`config.mk`:
```
export PLATFORM = sky130hd
export DESIGN_NAME = seq_detector_param
export DESIGN_NICKNAME = d
export VERILOG_FILES = /design/src/rtl/seq_detector_param.sv
export SDC_FILE = /design/constraint.sdc
export NUM_CORES = 1
export LEC_CHECK = 0
export ABC_AREA = 1
export BUFFER_PORTS_ARGS = -buffer_cell sky130_fd_sc_hd__buf_2
export CAP_MARGIN = 15
export CORE_MARGIN = 2
export CORE_UTILIZATION = 40
export CTS_CLUSTER_DIAMETER = 100
export DETAILED_ROUTE_END_ITERATION = 8
export SYNTH_ARGS = -nofsm -noshare
export SYNTH_HDL_FRONTEND = slang
export SYNTH_SLANG_ARGS = --single-unit
```
`constraint.sdc`:
```
create_clock -name clk -period 3.5 [get_ports clk]
set_clock_uncertainty 0.15 [all_clocks]
set_input_delay 0.7 -clock clk [delete_from_list [all_inputs] [get_ports clk]]
set_output_delay 0.7 -clock clk [all_outputs]
set_load 0.01 [all_outputs]
```
`src/rtl/seq_detector_param.sv`:
```
// seq_detector_param
//   Serial bit-pattern detector with a runtime-programmable pattern of
//   1..MAX_LEN bits. Each accepted bit is shifted into a history register,
//   and the last len bits are compared against the active pattern. A match
//   gives a registered one-cycle pulse and bumps a saturating counter.
//   Overlapping or non-overlapping detection is selectable.
//
// Ports
//   clk          rising-edge clock
//   rst          synchronous active-high reset
//   in_valid     in_bit is accepted on this edge
//   in_bit       serial data bit
//   cfg_load     latch cfg_* and clear history (has priority over in_valid)
//   cfg_pattern  new pattern, LSB-aligned; bit [len-1] is the first bit received
//   cfg_len      new pattern length
//   cfg_overlap  1 = overlapping detection, 0 = non-overlapping
//   cnt_clr      clear match counter (a hit on the same edge gives 1)
//   match        registered one-cycle match pulse
//   match_count  saturating match count
//   cfg_err      active length is 0 or above MAX_LEN; detector disabled
//
// Handshake: in_valid is a qualifier only. There is no back-pressure, and
//   one bit may be accepted every cycle.
module seq_detector_param #(
  parameter int                 MAX_LEN     = 8,
  parameter int                 CNT_W       = 8,
  parameter logic [MAX_LEN-1:0] DEF_PATTERN = 8'b0000_1011,
  parameter int                 DEF_LEN     = 4,
  parameter bit                 DEF_OVERLAP = 1'b1,
  localparam int                LW          = $clog2(MAX_LEN + 1)
) (
  input  logic               clk,
  input  logic               rst,
  input  logic               in_valid,
  input  logic               in_bit,
  input  logic               cfg_load,
  input  logic [MAX_LEN-1:0] cfg_pattern,
  input  logic [LW-1:0]      cfg_len,
  input  logic               cfg_overlap,
  input  logic               cnt_clr,
  output logic               match,
  output logic [CNT_W-1:0]   match_count,
  output logic               cfg_err
);

  localparam bit DEF_ERR = (DEF_LEN == 0) || (DEF_LEN > MAX_LEN);

  // state registers
  logic [MAX_LEN-1:0] hist_q, hist_d;
  logic [LW-1:0]      fill_q, fill_d;
  logic [MAX_LEN-1:0] pat_q, pat_d;
  logic [LW-1:0]      len_q, len_d;
  logic               ovl_q, ovl_d;
  logic               match_q, match_d;
  logic [CNT_W-1:0]   cnt_q, cnt_d;
  logic               err_q, err_d;

  // datapath helpers
  logic [MAX_LEN-1:0] hist_sh;
  logic [LW-1:0]      fill_inc;
  logic [MAX_LEN-1:0] mask;
  logic               accept;
  logic               hit;

  // state register
  always_ff @(posedge clk) begin
    if (rst) begin
      hist_q  <= '0;
      fill_q  <= '0;
      pat_q   <= DEF_PATTERN;
      len_q   <= LW'(DEF_LEN);
      ovl_q   <= DEF_OVERLAP;
      match_q <= 1'b0;
      cnt_q   <= '0;
      err_q   <= DEF_ERR;
    end else begin
      hist_q  <= hist_d;
      fill_q  <= fill_d;
      pat_q   <= pat_d;
      len_q   <= len_d;
      ovl_q   <= ovl_d;
      match_q <= match_d;
      cnt_q   <= cnt_d;
      err_q   <= err_d;
    end
  end

  // match evaluation on the would-be next history
  always_comb begin
    hist_sh  = {hist_q[MAX_LEN-2:0], in_bit};
    fill_inc = (fill_q == LW'(MAX_LEN)) ? fill_q : fill_q + LW'(1);
    for (int i = 0; i < MAX_LEN; i++) begin
      mask[i] = (i < int'(len_q));
    end
    accept = in_valid && !cfg_load;
    hit    = accept && !err_q && (fill_inc >= len_q) &&
             (((hist_sh ^ pat_q) & mask) == '0);
  end

  // next-state logic
  always_comb begin
    hist_d  = hist_q;
    fill_d  = fill_q;
    pat_d   = pat_q;
    len_d   = len_q;
    ovl_d   = ovl_q;
    match_d = 1'b0;
    err_d   = err_q;
    cnt_d   = cnt_q;

    if (cfg_load) begin
      // A bit presented on the load edge is dropped; history restarts empty.
      pat_d  = cfg_pattern;
      len_d  = cfg_len;
      ovl_d  = cfg_overlap;
      hist_d = '0;
      fill_d = '0;
      err_d  = (cfg_len == '0) || (int'(cfg_len) > MAX_LEN);
    end else if (in_valid) begin
      hist_d  = hist_sh;
      match_d = hit;
      // Non-overlap: forget the matched bits so the next hit needs len new ones.
      fill_d  = (hit && !ovl_q) ? '0 : fill_inc;
    end

    if (cnt_clr) begin
      cnt_d = hit ? CNT_W'(1) : '0;
    end else if (hit && (cnt_q != {CNT_W{1'b1}})) begin
      cnt_d = cnt_q + CNT_W'(1);
    end
  end

  // outputs
  always_comb begin
    match       = match_q;
    match_count = cnt_q;
    cfg_err     = err_q;
  end

endmodule

```
==> metrics.csv, run 1 <==
metric;value;unit
status;finished, final reports clean;
wl;3630;microns
post-route-drc-count;0;
vias;1640;
clock_path_buffers;2;
start_util;41.5;%
setup_slack;1.09;ns
ys_top_cells_by_count;nand2_1, dfxtp_1, inv_1;
cts.clk_slew.worst_paths;0.07;ns
core;4350;sq um
grt_overflow;0;
diodes;0;
grt_max_degree;17;
synthToLayoutAreaGrowth;16.0;%
power.density;393;nW/um^2
netlist.area_leader.share;37.7;%
setup_violations;0;
drive_above_1_share;18.1;%
cts_resized;0;
finalHoldViolCount;0;
vias_per_cell;4.84;
synth_edf_count;0;
port_buffers;28;
grt_pass1_wl;6400;microns
yosysMostFrequentCell;nand2_1;
fin_nets;312;
async_reset_ff_share;0;%
fmaxAchievable;415;MHz
rows;24;
synth.area.top_cells;dfxtp_1, nand2_1, a21oi_1;
avgSynthCellArea;7.09;sq um
grt_pass1_vias;1396;
fp.dieH;71.2;microns
cap_violations;0;
cp_data_required_time;3.52;ns
ys_warn_count;0;
yosys_register_bits;34;
ys_dominant_reg_cell;dfxtp_1;
htreeDepth;2;
syn_nets;281;
worstSkewPairLatency;0.29;ns
die_area;5070;sq um
syn_inst;255;
synth_seq_area_share;37.7;%
ctsRootBufferMaster;clkbuf_8;
grtUsageTotal;15.9;%
antenna_found_initial;0;
slew_headroom;73.6;%
io_pins;29;
tightest_slew;0.396;ns
ir_drop;0.000231;V
finalHoldWorstSlack;0.322;ns
fin_util;48.1;%
gp_congestion;0.765;
endpoint_kind;register;
slew_viol_final;0;
pre_cts_slack;1.10;ns
cp-start-kind;register;
synth_cell_types;32;
rsz0062_at_grt;no;
first_pass_iters;4;
post_cts_buffers;0;
syn_area;1810;sq um
n_fill_cell;436;
die_w;71.2;microns
numCtsBuffers;5;
final.period_utilization;68.9;%
antenna_left;0;
worstPathMaxFanout;6;
hp-class;reg -> reg;
power_leakage;0.000995;uW
ctsHoldBuffers;0;
period_minus_slack;2.41;ns
cts_sinks;34;
post-synth-top-area-cell;dfxtp_1;
finalSetupTns;0;ns
cts_tree;built;
worst_ep_arrival_time;2.43;ns
dpl.hpwl;2770;microns
post_drt_wl_per_cell;10.7;microns
drt_iter0_markers;83;
setup.worst_path.class;reg -> reg;
[cell families after synthesis]
group	synth area share (%)
and+or+nand+nor	31.9
AOI/OAI and AO/OA	15.0
buffers and inverters	7.69
DFF	37.7
adders and majority gates	4.85
xor gates and xnor gates	2.91
[placed cells by master, fill, tap and decap left out, drive strengths merged]
cell type  count
buf           29
or2            2
xor2           3
dfxtp         34
nand3         18
nor4           1
nor2          25
o21ai         19
clkinvlp       1
nand2         63
a31oi          1
xnor2          3
a211oi         2
a21oi         28
clkinv         1
nand4          3
nor3           4
nor3b          1
ha             7
and3           2
clkbuf         6
inv           32
nand3b         1
a21boi         1
[per-stage QoR]
step,std cells,power (uW),instance area (sq um)
after detailed placement,331,527,2000
final,339,823,2100
after global placement,331,526,2000
after global routing,339,871,2100
after CTS,339,831,2100
after floorplan,255,494,1810
[power by group]
part | switching, uW | internal [uW] | leakage (uW)
sequential | 12.0 | 403 | 0.000279
clock | 148 | 158 | 0.0000472
combinational | 63.6 | 38.5 | 0.000669
total | 224 | 600 | 0.000995
[registers in the layout, summed over array words and instances, names as in the netlist]
register	cells
fill_q	4
pat_q	8
len_q	4
cfg_err	1
match	1
match_count	8
ovl_q	1
hist_q	7
[final timing paths]
path	from	to	slack (ns)	depth (start not counted)
setup / recovery	fill_q[0]	fill_q[1]	1.09	17
setup reg to reg	fill_q[0]	fill_q[1]	1.09	17
hold / removal	pat_q[5]	pat_q[5]	0.32	2
hold reg to reg	pat_q[5]	pat_q[5]	0.32	2
[metal layers]
| layer | track usage (%) | vias up | part of all wire [%] |
|---|---|---|---|
| met5 | 0 | - | 0 |
| met4 | 5.66 | 0 | 1.5 |
| met3 | 4.70 | 5 | 4.3 |
| met2 | 23.7 | 35 | 45 |
| met1 | 22.0 | 707 | 50 |
| li1 | - | 893 | - |
[critical path, cell delays in order (launching register included)]
cell     delay, ns
dfxtp_1       0.41
inv_1         0.06
ha_1          0.19
nand2_1       0.06
nor2_1        0.05
xor2_1        0.16
ha_1          0.29
inv_1         0.03
nand2_1       0.04
nand2_1       0.04
nand2_1       0.05
nand2_1       0.07
nand2_1       0.06
nand3_1       0.16
nor2_8        0.18
nand2_1       0.12
nand3_1       0.10
a21oi_1       0.06
[layout make-up]
class	instances	area [sq um]	area share, %
multi-input combinational	184	987	47.1
clock inverter	2	12.5	0.597
inverter	32	120	5.73
tap	52	65.1	3.10
timing repair buffer	29	148	7.04
sequential	34	681	32.5
clock buffer	6	82.6	3.94
No activity file was read; power rests on OpenSTA's default activity.
==> inputs of run 2 (changes only) <==
- ABC_AREA: 1 -> 0
- clock period: 3.5 -> 2.19 ns (I/O delays scaled with it)
==> run 2 against run 1 <==
  * The run now ends with setup timing left
  * Non-clock buffer count grew 19
  * Maximum frequency fell by 10%
  * Register-to-register slack got worse by 1.6 ns
  * Utilization up 6.7 points
  * Combinational power increased by 61%
  * Critical path type unchanged
  * Largest cell class unchanged
==> metrics.csv, run 2 <==
metric;value;unit;change
wl;3900;microns;+7.4%
grt_overflow;0;;unchanged
async_reset_ff_share;0;%;unchanged
violations;setup timing;;
final_cell_mix;dfxtp_1, buf_2, mux2i_1, nor2_1, buf_4;;
worst_ep_arrival_time;2.75;ns;+0.32 ns
cts.clk_slew.worst_paths;0.07;ns;about the same
synth_edf_count;0;;unchanged
ctsRootBufferMaster;clkbuf_8;;
hp-class;in -> reg;;
grt_pass1_vias;1500;;+7.4%
ys_dominant_reg_cell;dfxtp_1;;
vias;1462;;-11%
antenna_found_initial;0;;unchanged
syn_area;1690;sq um;-6.6%
seq_area;686;sq um;+0.74%
cp_num_buf_inv;3;;+1
worstSkewPairLatency;0.28;ns;about the same
p_comb_share;12.8;%;+0.4 points
post_drt_wl_per_cell;13.8;microns;+29%
setup_slack;-0.491;ns;-1.58 ns
crit_path_top_delay_cell;or3_4;;
dpl.hpwl;2930;microns;+6.0%
antenna_left;0;;unchanged
n_fill_cell;387;;-11%
rsz0062_at_grt;yes;;
cts_tree;built;;
gp_congestion;0.871;;+14%
avgSynthCellArea;9.17;sq um;+29%
start_util;41.9;%;+0.40 points
core;4030;sq um;-7.5%
drt_iter0_markers;57;;-31%
synth_seq_area_share;40.3;%;+2.7 points
yosys_register_bits;34;;unchanged
multi_input_area;1030;sq um;+4.6%
rows;23;;-4.2%
status;finished with violations;;
io_pins;29;;unchanged
p_sw;311;uW;+39%
swShare;24.3;%;-2.9 points
tightest_slew;0.560;ns;+0.164 ns
fin_util;54.8;%;+6.7 points
cp-start-kind;register;;
yosysMostFrequentCell;dfxtp_1;;
power.density;580;nW/um^2;+47%
cap_violations;0;;unchanged
diodes;0;;unchanged
synthToLayoutAreaGrowth;30.9;%;
setup.worst_path.class;reg -> reg;;
cp_top_family;simple AND/OR/NAND/NOR gates;;
die_w;69.0;microns;-3.2%
ir_drop;0.000402;V;+74%
power.internal;970;uW;+62%
slew_viol_final;0;;unchanged
max_stage_delay;0.37;ns;-0.04 ns
grtUsageTotal;18.6;%;+2.6 points
port_buffers;28;;unchanged
finalHoldViolCount;0;;unchanged
grt_pass1_wl;6440;microns;+0.64%
endpoint_kind;register;;
worstPathMaxFanout;6;;unchanged
ys_warn_count;0;;unchanged
cp_data_required_time;2.26;ns;-1.26 ns
syn_inst;184;;-28%
fp.dieH;69.0;microns;-3.2%
syn_nets;210;;-25%
synth_cell_types;38;;+19%
htreeDepth;2;;unchanged
fin_nets;257;;-18%
finalSetupTns;-5.68;ns;-5.68 ns
first_pass_iters;5;;+1
power_frac_seq;50.8;%;+0.4 points
ys_top_cells_by_count;dfxtp_1, mux2i_1, nor2_1;;
drive_above_1_share;33.2;%;+15 points
vias_per_cell;5.18;;+7.2%
final.period_utilization;122;%;+54 points
synth.area.top_cells;dfxtp_1, mux2i_1, xnor2_1;;
die_area;4760;sq um;-6.2%
clock_path_buffers;2;;unchanged
p_clk_share;36.4;%;-0.8 points
fmaxAchievable;373;MHz;-10%
cts_sinks;34;;unchanged
slew_headroom;62.7;%;-11 points
netlist.area_leader.share;40.3;%;+2.7 points
numCtsBuffers;5;;unchanged
period_minus_slack;2.68;ns;+0.269 ns
grt_max_degree;17;;unchanged
setup_violations;13;;+13
crit_path_cell_trace;inv_4 -> ha_4 -> nand3b_1 -> buf_6 -> xnor2_2 -> ha_1 -> nand2b_4 -> a2111oi_4 -> nor4_4 -> buf_4 -> nand3_4 -> or3_4 -> a21oi_2;;
post-route-drc-count;0;;unchanged
mostFrequentLayoutCell;dfxtp_1;;
post-synth-top-area-cell;dfxtp_1;;
power_leakage;0.000935;uW;-6.0%
run 2: cell types whose count changed after synthesis, moves of 4 or more:
| cell | previous run | this run |
|---|---|---|
| nand2_1 | 58 | 10 |
| inv_1 | 31 | 9 |
| mux2i_1 | 0 | 20 |
| a21oi_1 | 26 | 10 |
| o21ai_0 | 19 | 5 |
| nand3_1 | 18 | 7 |
| xnor2_1 | 3 | 11 |
| nand2_2 | 4 | 0 |
| o211ai_1 | 0 | 4 |
run 2: routing by layer:
layer  global-route usage, %  part of all wire [%]
met1                    19.9                    41
met2                    33.1                    54
met3                    5.52                   3.9
met4                    9.07                   1.6
met5                       0                     0
run 2: worst min-delay path, delay by kind of cell:
kind	cells	cell delay, ns
and+or+nand+nor	1	0.06
muxes	1	0.05
buffers and inverters	1	0.07
run 2: final cells by class:
cell class	instances	area share [%]
well taps	50	2.83
inverters	9	1.64
clock inverters	1	0.227
clock buffers	7	3.91
flip-flops and latches	34	31.0
repair buffers	48	13.6
multi-input cells	133	46.7
run 2: through the flow:
| stage | instance area [sq um] | hold slack, ns | total power, uW | cells | setup WS [ns] |
|---|---|---|---|---|---|
| floorplan | 1720 | 0.281 | 759 | 184 | -0.326 |
| CTS | 2130 | 0.215 | 1300 | 280 | -0.407 |
| detailed placement | 1990 | 0.341 | 815 | 269 | -0.458 |
| finish | 2210 | 0.222 | 1280 | 282 | -0.491 |
| global route | 2210 | 0.213 | 1350 | 282 | -0.584 |
| global placement | 1990 | 0.328 | 808 | 269 | -0.333 |
run 2: timing repair:
| action | in CTS | in global routing |
|---|---|---|
| buffers inserted | 2 | 3 |
| setup endpoints to repair | 13 | 13 |
| hold buffers | 0 | 0 |
| endpoints found under the hold margin | 0 | 0 |
| gates resized for setup | 6 | 13 |
| pin swaps | 6 | 8 |
| cloned | 1 | 0 |
run 2: cell families (layout without fill, tap and decap cells):
logic type | Yosys count | in the layout | share of synthesized area, %
simple gates | 63 | 64 | 20.2
mux | 20 | 20 | 11.9
fa+ha+maj | 7 | 7 | 5.19
flops | 34 | 34 | 40.3
xor+xnor | 12 | 12 | 6.23
compound gates | 30 | 30 | 11.1
buf+inv | 18 | 65 | 5.04
run 2: worst paths after layout:
| kind | startpoint | to | slack [ns] | cells past startpoint |
|---|---|---|---|---|
| setup / recovery | fill_q[1] | match_count[5] | -0.49 | 13 |
| hold reg to reg | ovl_q | ovl_q | 0.34 | 2 |
| setup reg to reg | fill_q[1] | match_count[5] | -0.49 | 13 |
| hold / removal | cfg_overlap | ovl_q | 0.22 | 3 |
run 2: power groups by stage:
stage / logic [uW] / registers, uW / clock network (uW)
floorplan: 95.9 / 663 / 0
global placement: 143 / 665 / 0
detailed placement: 149 / 666 / 0
CTS: 157 / 652 / 486
global route: 179 / 653 / 521
finish: 164 / 651 / 466
==> inputs of run 3 (changes only) <==
- CTS_BUF_LIST: unset -> sky130_fd_sc_hd__clkbuf_16
- PLACE_DENSITY: unset -> 0.72
- SLEW_MARGIN: unset -> 40
==> run 3 against run 2 <==
  * The flow still finishes with violations (setup timing)
  * Sequential share of layout area is 0.72 points lower
  * Routed wire length decreased by 4.6%
  * Critical endpoint is now match_count[3]
  * Power up 26%
  * Largest cell class unchanged
  * Clock power rose by 73%
  * Global-route usage is 1.9 points lower
  * Combinational power decreased by 7%
  * Non-clock buffer count decreased by 3
  * Cell count down 1.1%
  * Cell area rose by 2.4%
==> metrics.csv, run 3 (synthesized netlist as in run 2, its figures left out) <==
metric;value;unit;change
power.density;713;nW/um^2;+23%
wl;3720;microns;-4.6%
slew_viol_final;0;;unchanged
finalInstanceArea;2260;sq um;+2.4%
post_drt_wl_per_cell;13.3;microns;-3.6%
final.period_utilization;121;%;-1.3 points
crit_path_top_delay_cell;or3_4;;
fmaxAchievable;377;MHz;+1.1%
die_w;69.0;microns;unchanged
grt_busiest_layer;met2;;
worstSkewPairLatency;0.28;ns;about the same
violations;setup timing;;
core;4030;sq um;unchanged
port_buffers;28;;unchanged
worst_ep_arrival_time;2.72;ns;-0.03 ns
power_leakage;0.000941;uW;+0.64%
setup_slack;-0.463;ns;+0.0280 ns
cts.clk_slew.worst_paths;0.06;ns;about the same
grt_util_met1;19.5;%;-0.36 points
io_pins;29;;unchanged
dpl.hpwl;2570;microns;-12%
tightest_slew;0.554;ns;-0.00555 ns
cpMostUsedCell;ha_4;;
first_pass_iters;4;;-1
max_stage_delay;0.41;ns;+0.04 ns
start_util;41.9;%;unchanged
cp-start-kind;register;;
grt_use_met2;29.0;%;-4.1 points
antenna_found_initial;0;;unchanged
vias_per_cell;5.16;;-0.45%
clock_path_buffers;2;;unchanged
crit_path_cell_trace;inv_4 -> ha_4 -> nand3b_1 -> and2_4 -> ha_4 -> o21a_1 -> o211ai_1 -> nor4_2 -> buf_4 -> nand3_4 -> or3_4 -> a21oi_2;;
period_minus_slack;2.65;ns;-0.0280 ns
htreeDepth;2;;unchanged
ir_drop;0.000401;V;-0.19%
finalHoldViolCount;0;;unchanged
grtUsageTotal;16.7;%;-1.9 points
worstPathMaxFanout;6;;unchanged
grt_max_degree;17;;unchanged
ctsRootBufferMaster;clkbuf_16;;
cap_violations;0;;unchanged
drive_above_1_share;33.2;%;about the same
reg2reg_from;fill_q[0];;
drt_iter0_markers;54;;-5.3%
vias;1440;;-1.5%
hp-class;in -> reg;;
antenna_left;0;;unchanged
ctsHoldBuffers;0;;unchanged
numCtsBuffers;5;;unchanged
grt_overflow;0;;unchanged
post-route-drc-count;0;;unchanged
grt_pass1_wl;5790;microns;-10%
grt_pass1_vias;1300;;-13%
grt_util_met3;3.90;%;-1.6 points
fp.dieH;69.0;microns;unchanged
fin_util;56.1;%;+1.3 points
final_cell_mix;dfxtp_1, buf_2, mux2i_1, nor2_1, buf_4;;
status;finished with violations;;
mostFrequentLayoutCell;dfxtp_1;;
pre_cts_slack;-0.394;ns;+0.0640 ns
endpoint_kind;register;;
setup_violations;13;;unchanged
cts_tree;built;;
die_area;4760;sq um;unchanged
slew_headroom;63.1;%;+0.37 points
reg2reg_setup_slack;-0.46;ns;+0.03 ns
rows;23;;unchanged
cp-startpoint;fill_q[0];;
setup.worst_path.class;reg -> reg;;
cp_num_buf_inv;2;;-1
fin_nets;254;;-1.2%
synthToLayoutAreaGrowth;34.0;%;
cts_sinks;34;;unchanged
cp_top_family;simple AND/OR/NAND/NOR gates;;
gp_congestion;0.795;;-8.7%
hp-start;cfg_pattern[1];;
diodes;0;;unchanged
cp_data_required_time;2.26;ns;about the same
placed_area;1970;sq um;-0.76%
rsz0062_at_grt;yes;;
[run 3: changes by cell type in the layout (fill, tap and decap cells not counted), moves of 2 or more]
cell / before / now
buf_6: 3 / 1
clkbuf_16: 0 / 5
clkbuf_8: 6 / 0
clkinvlp_4: 0 / 2
ha_1: 6 / 4
ha_4: 1 / 3
[run 3: report_power, final]
| part | switching [uW] | internal, uW | total [uW] | leakage (uW) |
|---|---|---|---|---|
| clock network | 271 | 536 | 807 | 0.0000760 |
| logic | 76.2 | 76.7 | 153 | 0.000587 |
| registers | 16.4 | 636 | 653 | 0.000278 |
[run 3: layout make-up]
cell class	count	area (sq um)
clock buffers	5	125
clock inverters	3	45.0
fillers	373	1770
inverters	9	36.3
multi-input cells	133	1040
flip-flops and latches	34	686
well taps	50	62.6
repair buffers	45	272
[run 3: worst paths after layout]
kind,end,depth (start not counted)
worst max-delay path,match_count[3],12
worst min-delay path,pat_q[1],3
worst max register to register,match_count[3],12
worst min register to register,ovl_q,2
[run 3: per-layer routing]
layer,vias to the layer above,routed length (microns)
met5,-,0
met2,27,1800
met1,662,1690
met4,0,83
li1,741,-
met3,10,145
[run 3: worst register-to-register path: stages (launching register included)]
cell and delay, ns:
dfxtp_4 0.37, inv_4 0.06, ha_4 0.11, nand3b_1 0.13, and2_4 0.19, ha_4 0.25
o21a_1 0.10, o211ai_1 0.10, nor4_2 0.30, buf_4 0.19, nand3_4 0.11, or3_4 0.41
a21oi_2 0.13
[run 3: what timing repair did]
action                     CTS  global route
pin swaps                    6             9
gates resized for setup     11             5
gates cloned                 1             0
buffers inserted             2             1
setup endpoints to repair   13            13
[run 3: stage by stage]
step | setup TNS (ns) | hold slack [ns] | total power [uW] | cells
floorplan | -1.94 | 0.281 | 759 | 184
global placement | -3.52 | 0.325 | 805 | 267
detailed placement | -4.23 | 0.338 | 808 | 267
CTS | -4.66 | 0.217 | 1630 | 278
global route | -6.81 | 0.221 | 1670 | 279
finish | -5.51 | 0.218 | 1610 | 279
